### config.mk
export PLATFORM = sky130hd
export DESIGN_NAME = pid_const_bank_flat
export DESIGN_NICKNAME = d
export VERILOG_FILES = /design/src/rtl/pid_const_bank_if.sv /design/src/rtl/pid_const_bank.sv /design/src/flat_wrapper.sv
export SDC_FILE = /design/constraint.sdc
export NUM_CORES = 1
export LEC_CHECK = 0
export CORE_AREA = 4 4 183 149
export CTS_CLUSTER_DIAMETER = 100
export DETAILED_ROUTE_END_ITERATION = 10
export DIE_AREA = 0 0 187 153
export HOLD_SLACK_MARGIN = 0.05
export MAX_ROUTING_LAYER = met4
export PLACE_DENSITY = 0.73
export SYNTH_ARGS = -nofsm -noshare
export SYNTH_HDL_FRONTEND = slang
export SYNTH_SLANG_ARGS = --single-unit
### constraint.sdc
create_clock -name clk -period 4.2 [get_ports clk]
set_input_delay 0.63 -clock clk [delete_from_list [all_inputs] [get_ports clk]]
set_output_delay 0.63 -clock clk [all_outputs]
set_load 0.1 [all_outputs]
### src/rtl/pid_const_bank_if.sv
// Tuning bus between the button/debounce front end, the constant bank and the PID/display consumers.
// Optional PID_CONST_COMMIT_EN adds the commit strobe.
interface pid_const_bank_if #(
    parameter int WIDTH  = 13,
    parameter int NUM_CH = 5,
    parameter int CH_W   = 3
);
    logic                    inc_const;
    logic                    dec_const;
    logic [CH_W-1:0]         choose_c;
    logic [1:0]              choose;
`ifdef PID_CONST_COMMIT_EN
    logic                    commit;
`endif
    logic [NUM_CH*WIDTH-1:0] k_i;
    logic [NUM_CH*WIDTH-1:0] k_p;
    logic [NUM_CH*WIDTH-1:0] target_v;
    logic [WIDTH-1:0]        cur_val;
    logic                    sat;

    modport master (
        output inc_const, dec_const, choose_c, choose,
`ifdef PID_CONST_COMMIT_EN
        output commit,
`endif
        input  k_i, k_p, target_v, cur_val, sat
    );

    modport slave (
        input  inc_const, dec_const, choose_c, choose,
`ifdef PID_CONST_COMMIT_EN
        input  commit,
`endif
        output k_i, k_p, target_v, cur_val, sat
    );
endinterface

### src/rtl/pid_const_bank.sv
// Run-time k_i/k_p/target_v bank for NUM_CH PID rails, stepped by held inc/dec buttons with auto-repeat.
// Optional PID_CONST_COMMIT_EN: steps edit shadow copies that are copied to the live outputs on commit.
//
// state      | meaning
// S_IDLE     | waiting for a single-button press (a release must have been seen since reset)
// S_HOLD     | first step taken, timing the auto-repeat delay
// S_REPEAT   | auto-repeating; step size switches to FAST_STEP after FAST_CNT steps
// S_WAIT_REL | hold aborted, ignoring buttons until both are released
module pid_const_bank #(
    parameter int WIDTH  = 13,
    parameter int NUM_CH = 5,
    parameter int CH_W   = 3,
    parameter logic [NUM_CH*WIDTH-1:0] INIT_KI = {13'd32, 13'd4, 13'd32, 13'd32, 13'd45},
    parameter logic [NUM_CH*WIDTH-1:0] INIT_KP = {13'd16, 13'd4, 13'd32, 13'd16, 13'd14},
    parameter logic [NUM_CH*WIDTH-1:0] INIT_TV = {13'd2048, 13'd2080, 13'd2158, 13'd2048, 13'd2057},
    parameter int REPEAT_DLY = 1000000,
    parameter int REPEAT_PER = 100000,
    parameter int FAST_CNT   = 8,
    parameter int FAST_STEP  = 16
) (
    input  logic            clk,
    input  logic            rst,
    pid_const_bank_if.slave bus
);
    localparam int CNT_MAX = (REPEAT_DLY > REPEAT_PER) ? REPEAT_DLY : REPEAT_PER;
    localparam int CNT_W   = $clog2(CNT_MAX + 1);
    localparam int REP_W   = (FAST_CNT < 1) ? 1 : $clog2(FAST_CNT + 1);
    localparam logic [CNT_W-1:0] DLY_LD    = CNT_W'(REPEAT_DLY - 1);
    localparam logic [CNT_W-1:0] PER_LD    = CNT_W'(REPEAT_PER - 1);
    localparam logic [CNT_W-1:0] CNT_ONE   = CNT_W'(1);
    localparam logic [REP_W-1:0] REP_ONE   = REP_W'(1);
    localparam logic [REP_W-1:0] REP_FAST  = REP_W'(FAST_CNT);
    localparam logic [WIDTH-1:0] STEP_ONE  = WIDTH'(1);
    localparam logic [WIDTH-1:0] STEP_FAST = WIDTH'(FAST_STEP);

    typedef enum logic [1:0] {S_IDLE, S_HOLD, S_REPEAT, S_WAIT_REL} state_t;

    state_t            r_state, w_state_nxt;
    logic [CNT_W-1:0]  r_cnt, w_cnt_nxt;
    logic [REP_W-1:0]  r_rep, w_rep_nxt;
    logic              r_inc, r_dec, r_armed, r_dir_inc;
    logic [CH_W-1:0]   r_ch, r_sel_ch;
    logic [1:0]        r_fld, r_sel_fld;
    logic [WIDTH-1:0]  r_ki [NUM_CH];
    logic [WIDTH-1:0]  r_kp [NUM_CH];
    logic [WIDTH-1:0]  r_tv [NUM_CH];
    logic [WIDTH-1:0]  r_cur;
    logic              r_sat;

    logic              w_press, w_rel, w_abort, w_step_en, w_big, w_latch;
    logic              w_dir, w_hit, w_clip;
    logic [WIDTH-1:0]  w_old, w_step, w_new;
    logic [WIDTH:0]    w_sum;
    logic [NUM_CH*WIDTH-1:0] w_ki_pk, w_kp_pk, w_tv_pk;

    // Armed only after both buttons were seen released, so a button held through reset never steps.
    assign w_press = r_armed && (r_inc ^ r_dec);
    assign w_rel   = !r_inc && !r_dec;
    assign w_abort = (r_inc && r_dec) || (r_dir_inc ? r_dec : r_inc) ||
                     (r_ch != r_sel_ch) || (r_fld != r_sel_fld);
    assign w_big   = (r_state != S_IDLE) && (r_rep >= REP_FAST);

    always_ff @(posedge clk) begin
        if (rst) begin
            r_state   <= S_IDLE;
            r_cnt     <= '0;
            r_rep     <= '0;
            r_inc     <= 1'b0;
            r_dec     <= 1'b0;
            r_ch      <= '0;
            r_fld     <= '0;
            r_armed   <= 1'b0;
            r_dir_inc <= 1'b0;
            r_sel_ch  <= '0;
            r_sel_fld <= '0;
        end else begin
            r_state <= w_state_nxt;
            r_cnt   <= w_cnt_nxt;
            r_rep   <= w_rep_nxt;
            r_inc   <= bus.inc_const;
            r_dec   <= bus.dec_const;
            r_ch    <= bus.choose_c;
            r_fld   <= bus.choose;
            if (!bus.inc_const && !bus.dec_const) r_armed <= 1'b1;
            if (w_latch) begin
                r_dir_inc <= r_inc;
                r_sel_ch  <= r_ch;
                r_sel_fld <= r_fld;
            end
        end
    end

    always_comb begin
        w_state_nxt = r_state;
        w_cnt_nxt   = r_cnt;
        w_rep_nxt   = r_rep;
        w_step_en   = 1'b0;
        w_latch     = 1'b0;
        case (r_state)
            S_IDLE: begin
                if (w_press) begin
                    w_step_en   = 1'b1;
                    w_latch     = 1'b1;
                    w_cnt_nxt   = DLY_LD;
                    w_rep_nxt   = '0;
                    w_state_nxt = S_HOLD;
                end
            end
            S_HOLD, S_REPEAT: begin
                if (w_rel || w_abort) begin
                    w_cnt_nxt   = '0;
                    w_rep_nxt   = '0;
                    w_state_nxt = w_rel ? S_IDLE : S_WAIT_REL;
                end else if (r_cnt == '0) begin
                    w_step_en   = 1'b1;
                    w_cnt_nxt   = PER_LD;
                    w_rep_nxt   = w_big ? r_rep : r_rep + REP_ONE;
                    w_state_nxt = S_REPEAT;
                end else begin
                    w_cnt_nxt = r_cnt - CNT_ONE;
                end
            end
            S_WAIT_REL: begin
                if (w_rel) w_state_nxt = S_IDLE;
            end
            default: w_state_nxt = S_IDLE;
        endcase
    end

    always_comb begin
        w_old = '0;
        w_hit = 1'b0;
        for (int c = 0; c < NUM_CH; c++) begin
            if (r_ch == CH_W'(c)) begin
                w_hit = 1'b1;
                case (r_fld)
                    2'd0:    w_old = r_ki[c];
                    2'd1:    w_old = r_kp[c];
                    default: w_old = r_tv[c];
                endcase
            end
        end
        w_dir  = (r_state == S_IDLE) ? r_inc : r_dir_inc;
        w_step = w_big ? STEP_FAST : STEP_ONE;
        w_sum  = {1'b0, w_old} + {1'b0, w_step};
        if (w_dir) begin
            w_clip = w_sum[WIDTH];
            w_new  = w_clip ? '1 : w_sum[WIDTH-1:0];
        end else begin
            w_clip = (w_step > w_old);
            w_new  = w_clip ? '0 : w_old - w_step;
        end
    end

    always_ff @(posedge clk) begin
        if (rst) begin
            for (int c = 0; c < NUM_CH; c++) begin
                r_ki[c] <= INIT_KI[c*WIDTH +: WIDTH];
                r_kp[c] <= INIT_KP[c*WIDTH +: WIDTH];
                r_tv[c] <= INIT_TV[c*WIDTH +: WIDTH];
            end
            r_cur <= '0;
            r_sat <= 1'b0;
        end else begin
            r_sat <= 1'b0;
            if (w_step_en && w_hit) begin
                r_sat <= w_clip;
                for (int c = 0; c < NUM_CH; c++) begin
                    if (r_ch == CH_W'(c)) begin
                        case (r_fld)
                            2'd0:    r_ki[c] <= w_new;
                            2'd1:    r_kp[c] <= w_new;
                            default: r_tv[c] <= w_new;
                        endcase
                    end
                end
            end
            r_cur <= w_old;
        end
    end

`ifdef PID_CONST_COMMIT_EN
    logic [WIDTH-1:0] r_ki_live [NUM_CH];
    logic [WIDTH-1:0] r_kp_live [NUM_CH];
    logic [WIDTH-1:0] r_tv_live [NUM_CH];

    // Same-edge copy takes the shadow value from before any simultaneous step.
    always_ff @(posedge clk) begin
        if (rst) begin
            for (int c = 0; c < NUM_CH; c++) begin
                r_ki_live[c] <= INIT_KI[c*WIDTH +: WIDTH];
                r_kp_live[c] <= INIT_KP[c*WIDTH +: WIDTH];
                r_tv_live[c] <= INIT_TV[c*WIDTH +: WIDTH];
            end
        end else if (bus.commit) begin
            for (int c = 0; c < NUM_CH; c++) begin
                r_ki_live[c] <= r_ki[c];
                r_kp_live[c] <= r_kp[c];
                r_tv_live[c] <= r_tv[c];
            end
        end
    end
`endif

    always_comb begin
        w_ki_pk = '0;
        w_kp_pk = '0;
        w_tv_pk = '0;
        for (int c = 0; c < NUM_CH; c++) begin
`ifdef PID_CONST_COMMIT_EN
            w_ki_pk[c*WIDTH +: WIDTH] = r_ki_live[c];
            w_kp_pk[c*WIDTH +: WIDTH] = r_kp_live[c];
            w_tv_pk[c*WIDTH +: WIDTH] = r_tv_live[c];
`else
            w_ki_pk[c*WIDTH +: WIDTH] = r_ki[c];
            w_kp_pk[c*WIDTH +: WIDTH] = r_kp[c];
            w_tv_pk[c*WIDTH +: WIDTH] = r_tv[c];
`endif
        end
    end

    assign bus.k_i      = w_ki_pk;
    assign bus.k_p      = w_kp_pk;
    assign bus.target_v = w_tv_pk;
    assign bus.cur_val  = r_cur;
    assign bus.sat      = r_sat;
endmodule

### src/flat_wrapper.sv
// flat-port wrapper written by rule: the top's interface ports become plain ports
module pid_const_bank_flat 
#(
    parameter int WIDTH  = 13,
    parameter int NUM_CH = 5,
    parameter int CH_W   = 3,
    parameter logic [NUM_CH*WIDTH-1:0] INIT_KI = {13'd32, 13'd4, 13'd32, 13'd32, 13'd45},
    parameter logic [NUM_CH*WIDTH-1:0] INIT_KP = {13'd16, 13'd4, 13'd32, 13'd16, 13'd14},
    parameter logic [NUM_CH*WIDTH-1:0] INIT_TV = {13'd2048, 13'd2080, 13'd2158, 13'd2048, 13'd2057},
    parameter int REPEAT_DLY = 1000000,
    parameter int REPEAT_PER = 100000,
    parameter int FAST_CNT   = 8,
    parameter int FAST_STEP  = 16
)
  (clk, rst, bus_inc_const, bus_dec_const, bus_choose_c, bus_choose, bus_k_i, bus_k_p, bus_target_v, bus_cur_val, bus_sat);
  pid_const_bank_if #(.WIDTH(WIDTH), .NUM_CH(NUM_CH), .CH_W(CH_W)) bus_i ();
  input  logic clk;
  input  logic rst;
  input wire logic [$bits(bus_i.inc_const)-1:0] bus_inc_const;
  input wire logic [$bits(bus_i.dec_const)-1:0] bus_dec_const;
  input wire logic [$bits(bus_i.choose_c)-1:0] bus_choose_c;
  input wire logic [$bits(bus_i.choose)-1:0] bus_choose;
  output wire logic [$bits(bus_i.k_i)-1:0] bus_k_i;
  output wire logic [$bits(bus_i.k_p)-1:0] bus_k_p;
  output wire logic [$bits(bus_i.target_v)-1:0] bus_target_v;
  output wire logic [$bits(bus_i.cur_val)-1:0] bus_cur_val;
  output wire logic [$bits(bus_i.sat)-1:0] bus_sat;
  assign bus_i.inc_const = bus_inc_const;
  assign bus_i.dec_const = bus_dec_const;
  assign bus_i.choose_c = bus_choose_c;
  assign bus_i.choose = bus_choose;
  assign bus_k_i = bus_i.k_i;
  assign bus_k_p = bus_i.k_p;
  assign bus_target_v = bus_i.target_v;
  assign bus_cur_val = bus_i.cur_val;
  assign bus_sat = bus_i.sat;
  pid_const_bank #(.WIDTH(WIDTH), .NUM_CH(NUM_CH), .CH_W(CH_W), .INIT_KI(INIT_KI), .INIT_KP(INIT_KP), .INIT_TV(INIT_TV), .REPEAT_DLY(REPEAT_DLY), .REPEAT_PER(REPEAT_PER), .FAST_CNT(FAST_CNT), .FAST_STEP(FAST_STEP)) u_core (.clk(clk), .rst(rst), .bus(bus_i));
endmodule
==> out/results.tsv <==
stage	metric	value	unit
power	VDD IR max	0.329	mV
sta	Hold WS	477	ps
power	Leakage	5.64	nW
place	placed cell count	1507	
place	GPL Wtd Cong	0.921	
power	power share of the clock group	33.1	%
synthesis	Synth Instances	944	
sta	TNS Setup	0	ps
min_path	Hold WC Path Type	reg -> reg	
sta	period utilisation layout	95.6	%
synthesis	Mapped Area	11300	um^2
global_route	GRT overflow	0	
synthesis	Syn Area/Cell	12.0	um^2
detailed_routing	Routed Antenna Nets	0	
flow_run	# Max-Cap Violations	0	
floorplanning	die height	153	um
floorplanning	total die area	28600	um^2
detailed_routing	DR WL/cell	25.9	um
worst_setup_path	startpoint types	flop	
detailed_routing	DRT iter0 DRCs	1371	
layout	area grow syn2layout	34.9	%
global_route	total track usage	27.7	%
synthesis	Post-synth EDFFs	195	
floorplanning	I/O pin cnt	218	
synthesis	synth warn	0	
sta	max_slew headroom	31.4	%
detailed_routing	drt first pass iters	6	
layout	Layout Nets	1235	
place	Detail Placement HPWL	29000	um
global_route	vias in the first global route	9167	
synthesis	Synth cell types	77	
layout	Design Area, Final	15300	um^2
sta	post-route minimum period	4010	ps
synthesis	Yosys reg bits	249	
power	P per Cell Area	477	nW/um^2
clock_network	hold buffers post-CTS	0	
power	power consumption	7.30	mW
global_route	first-pass GRT wire length	59100	um
power	logic gate share of total power	26.8	%
clock_network	buffer depth of the longest clock path	3	
synthesis	Synth area leader	edfxtp_1	
worst_setup_path	crit-path max FO	37	
synthesis	Mapped Nets	967	
detailed_routing	DR vias	9445	
worst_setup_path	worst r2r src	u_core.r_fld[0]	
floorplanning	die width	187	um
sta	Fin. Hold Viols	0	
place	Setup WS pre-CTS	90.7	ps
layout	Final Util	60.6	%
layout	# diodes	0	
layout	layout cells sized above 1	13.5	%
worst_setup_path	CP required	4440	ps
synthesis	Seq/Total Area, Yosys	61.2	%
outcome	status	finished, final reports clean	
sta	worst slew pin tran	1030	ps
clock_network	H-tree depth	1	
min_path	Hold Startpoint	u_core.r_cnt[7]	
place	IO buf count	217	
power	Int Power	4.85	mW
clock_network	clock latency at the later pin of the worst-skew pair	540	ps
clock_network	CTS tree	built	
worst_setup_path	crit path DAT	4250	ps
sta	endpoints failing setup	0	
global_route	largest net degree at the start of global routing	64	
clock_network	TritonCTS Buffers	26	
synthesis	Synth top area share	51.7	%
place	placed inst area	14400	um^2
sta	worst setup margin	185	ps
worst_setup_path	setup slack, reg-to-reg	190	ps
layout	non-filler cells, final	1556	
detailed_routing	routed vias/inst	6.07	
sta	fin. max-slew vios	0	
worst_setup_path	crit path kind	reg -> reg	
floorplanning	# rows	52	
sta	Final Skew	15.4	ps
floorplanning	core area	25200	um^2
synthesis	top cells by area, synth	edfxtp_1 (52%), dfxtp_1 (9.5%), mux2i_1 (4.6%)	
clock_network	Sink Count	249	
power	Seq pwr share	40.1	%
synthesis	ys async rst share	0	%
detailed_routing	Post-Route WL	40300	um
worst_setup_path	beginning of the critical path	u_core.r_fld[0]	
floorplanning	Initial Utilization	44.9	%
synthesis	Top FF cell, synth	edfxtp_1	
power	Net Sw Frac	33.5	%
clock_network	CTS clock-pin slew for the worst setup and hold paths	60	ps
worst_setup_path	crit end category	flop	
global_route	initial antenna violation count	0	
detailed_routing	DRC Markers	0	
power	NetSw	2.44	mW
clock_network	CTS Root Cell	clkbuf_16	
sta	highest clock rate	249	MHz
-- what timing repair did --
action | 4_1_cts | 5_1_grt
endpoints found under the setup margin | 0 | 128
buffers inserted | 0 | 1
resized for setup | 0 | 4
endpoints found under the hold margin | 0 | 0
-- synth_stat cells, types with 4 or more instances --
cell / number
or4_1: 5
clkbuf_1: 31
a31oi_1: 6
or2_2: 4
o31ai_1: 4
buf_6: 4
nor3_1: 20
nand2_1: 50
a21o_1: 18
a22oi_1: 12
or3_1: 6
and3_1: 6
nand4_1: 6
a211oi_1: 15
o221ai_1: 4
buf_2: 21
inv_1: 22
mux2i_1: 52
ha_1: 14
nor2b_1: 25
nand2b_1: 10
edfxtp_1: 195
mux2_2: 21
dfxtp_1: 54
o22ai_1: 10
and2_1: 6
nand3_1: 20
xnor2_1: 12
nor2_1: 121
a221oi_1: 7
nor3b_1: 4
o21ai_0: 33
nor4_1: 11
a21oi_1: 44
-- worst max-delay path, cell delays in order (launching register included) --
cell and delay [ps]:
dfxtp_4 510, buf_12 280, buf_4 230, mux2i_1 370, o22ai_1 150, a221o_1 320, o221ai_1 210, buf_4 200
and3_1 240, buf_4 160, and3_1 210, nand2_1 150, a21oi_1 450, nor2_1 200
-- final timing paths --
| path | end | cells after the start |
|---|---|---|
| min | u_core.r_cnt[7] | 2 |
| max reg2reg | u_core.r_kp[0][0] | 13 |
| max | u_core.r_kp[0][0] | 13 |
| min reg2reg | u_core.r_cnt[7] | 2 |
-- power by group through the flow --
stage,clock network (mW),registers (mW),logic [mW]
6_report,2.41,2.93,1.96
5_1_grt,2.52,2.94,2.07
4_1_cts,2.43,2.92,1.92
3_5_place_dp,0,2.97,1.91
3_3_place_gp,0,2.97,1.90
2_1_floorplan,0,3.49,0.833
-- layout make-up --
class	count	area, um^2
Fill cell	2014	9950
Sequential cell	249	6940
Multi-Input combinational cell	613	4060
Timing Repair Buffer	300	2900
Clock buffer	37	734
Tap cell	324	405
Clock inverter	11	159
Inverter	22	82.6
-- per-layer routing --
layer / GRT usage [%] / share of wire (%)
met1: 39.1 / 41
met2: 40.3 / 43
met3: 6.32 / 12
met4: 8.27 / 3.3
met5: - / 0
-- layout by cell type, fill, tap and decap left out, types with 21 or more instances in the layout --
cell             instances
a21oi_1                 44
buf_4                   74
clkbuf_16               28
clkdlybuf4s50_1        216
dfxtp_1                 52
edfxtp_1               195
inv_1                   22
mux2_2                  21
mux2i_1                 51
nand2_1                 50
nor2_1                 121
nor2b_1                 25
o21ai_0                 33
-- flip-flops by register name (all words and copies together) (netlist names) --
name	flops
u_core.r_tv	65
u_core.r_fld	2
u_core.r_armed	1
u_core.r_inc	1
u_core.r_dir_inc	1
u_core.r_kp	65
u_core.bus.sat	1
u_core.r_ch	3
u_core.r_cnt	20
u_core.bus.cur_val	13
u_core.r_sel_ch	3
u_core.r_sel_fld	2
u_core.r_dec	1
u_core.r_rep	4
u_core.r_state	2
u_core.r_ki	65
-- cells by family after synthesis --
kind of cell | Yosys count | share of synthesized area [%]
simple gates | 309 | 13.3
fa+ha+maj | 14 | 1.55
xor+xnor | 15 | 1.16
compound gates | 199 | 12.3
mux | 76 | 7.28
flops | 249 | 61.2
buf+inv | 82 | 3.22
Note: power is estimated with default switching activity, not from simulation.
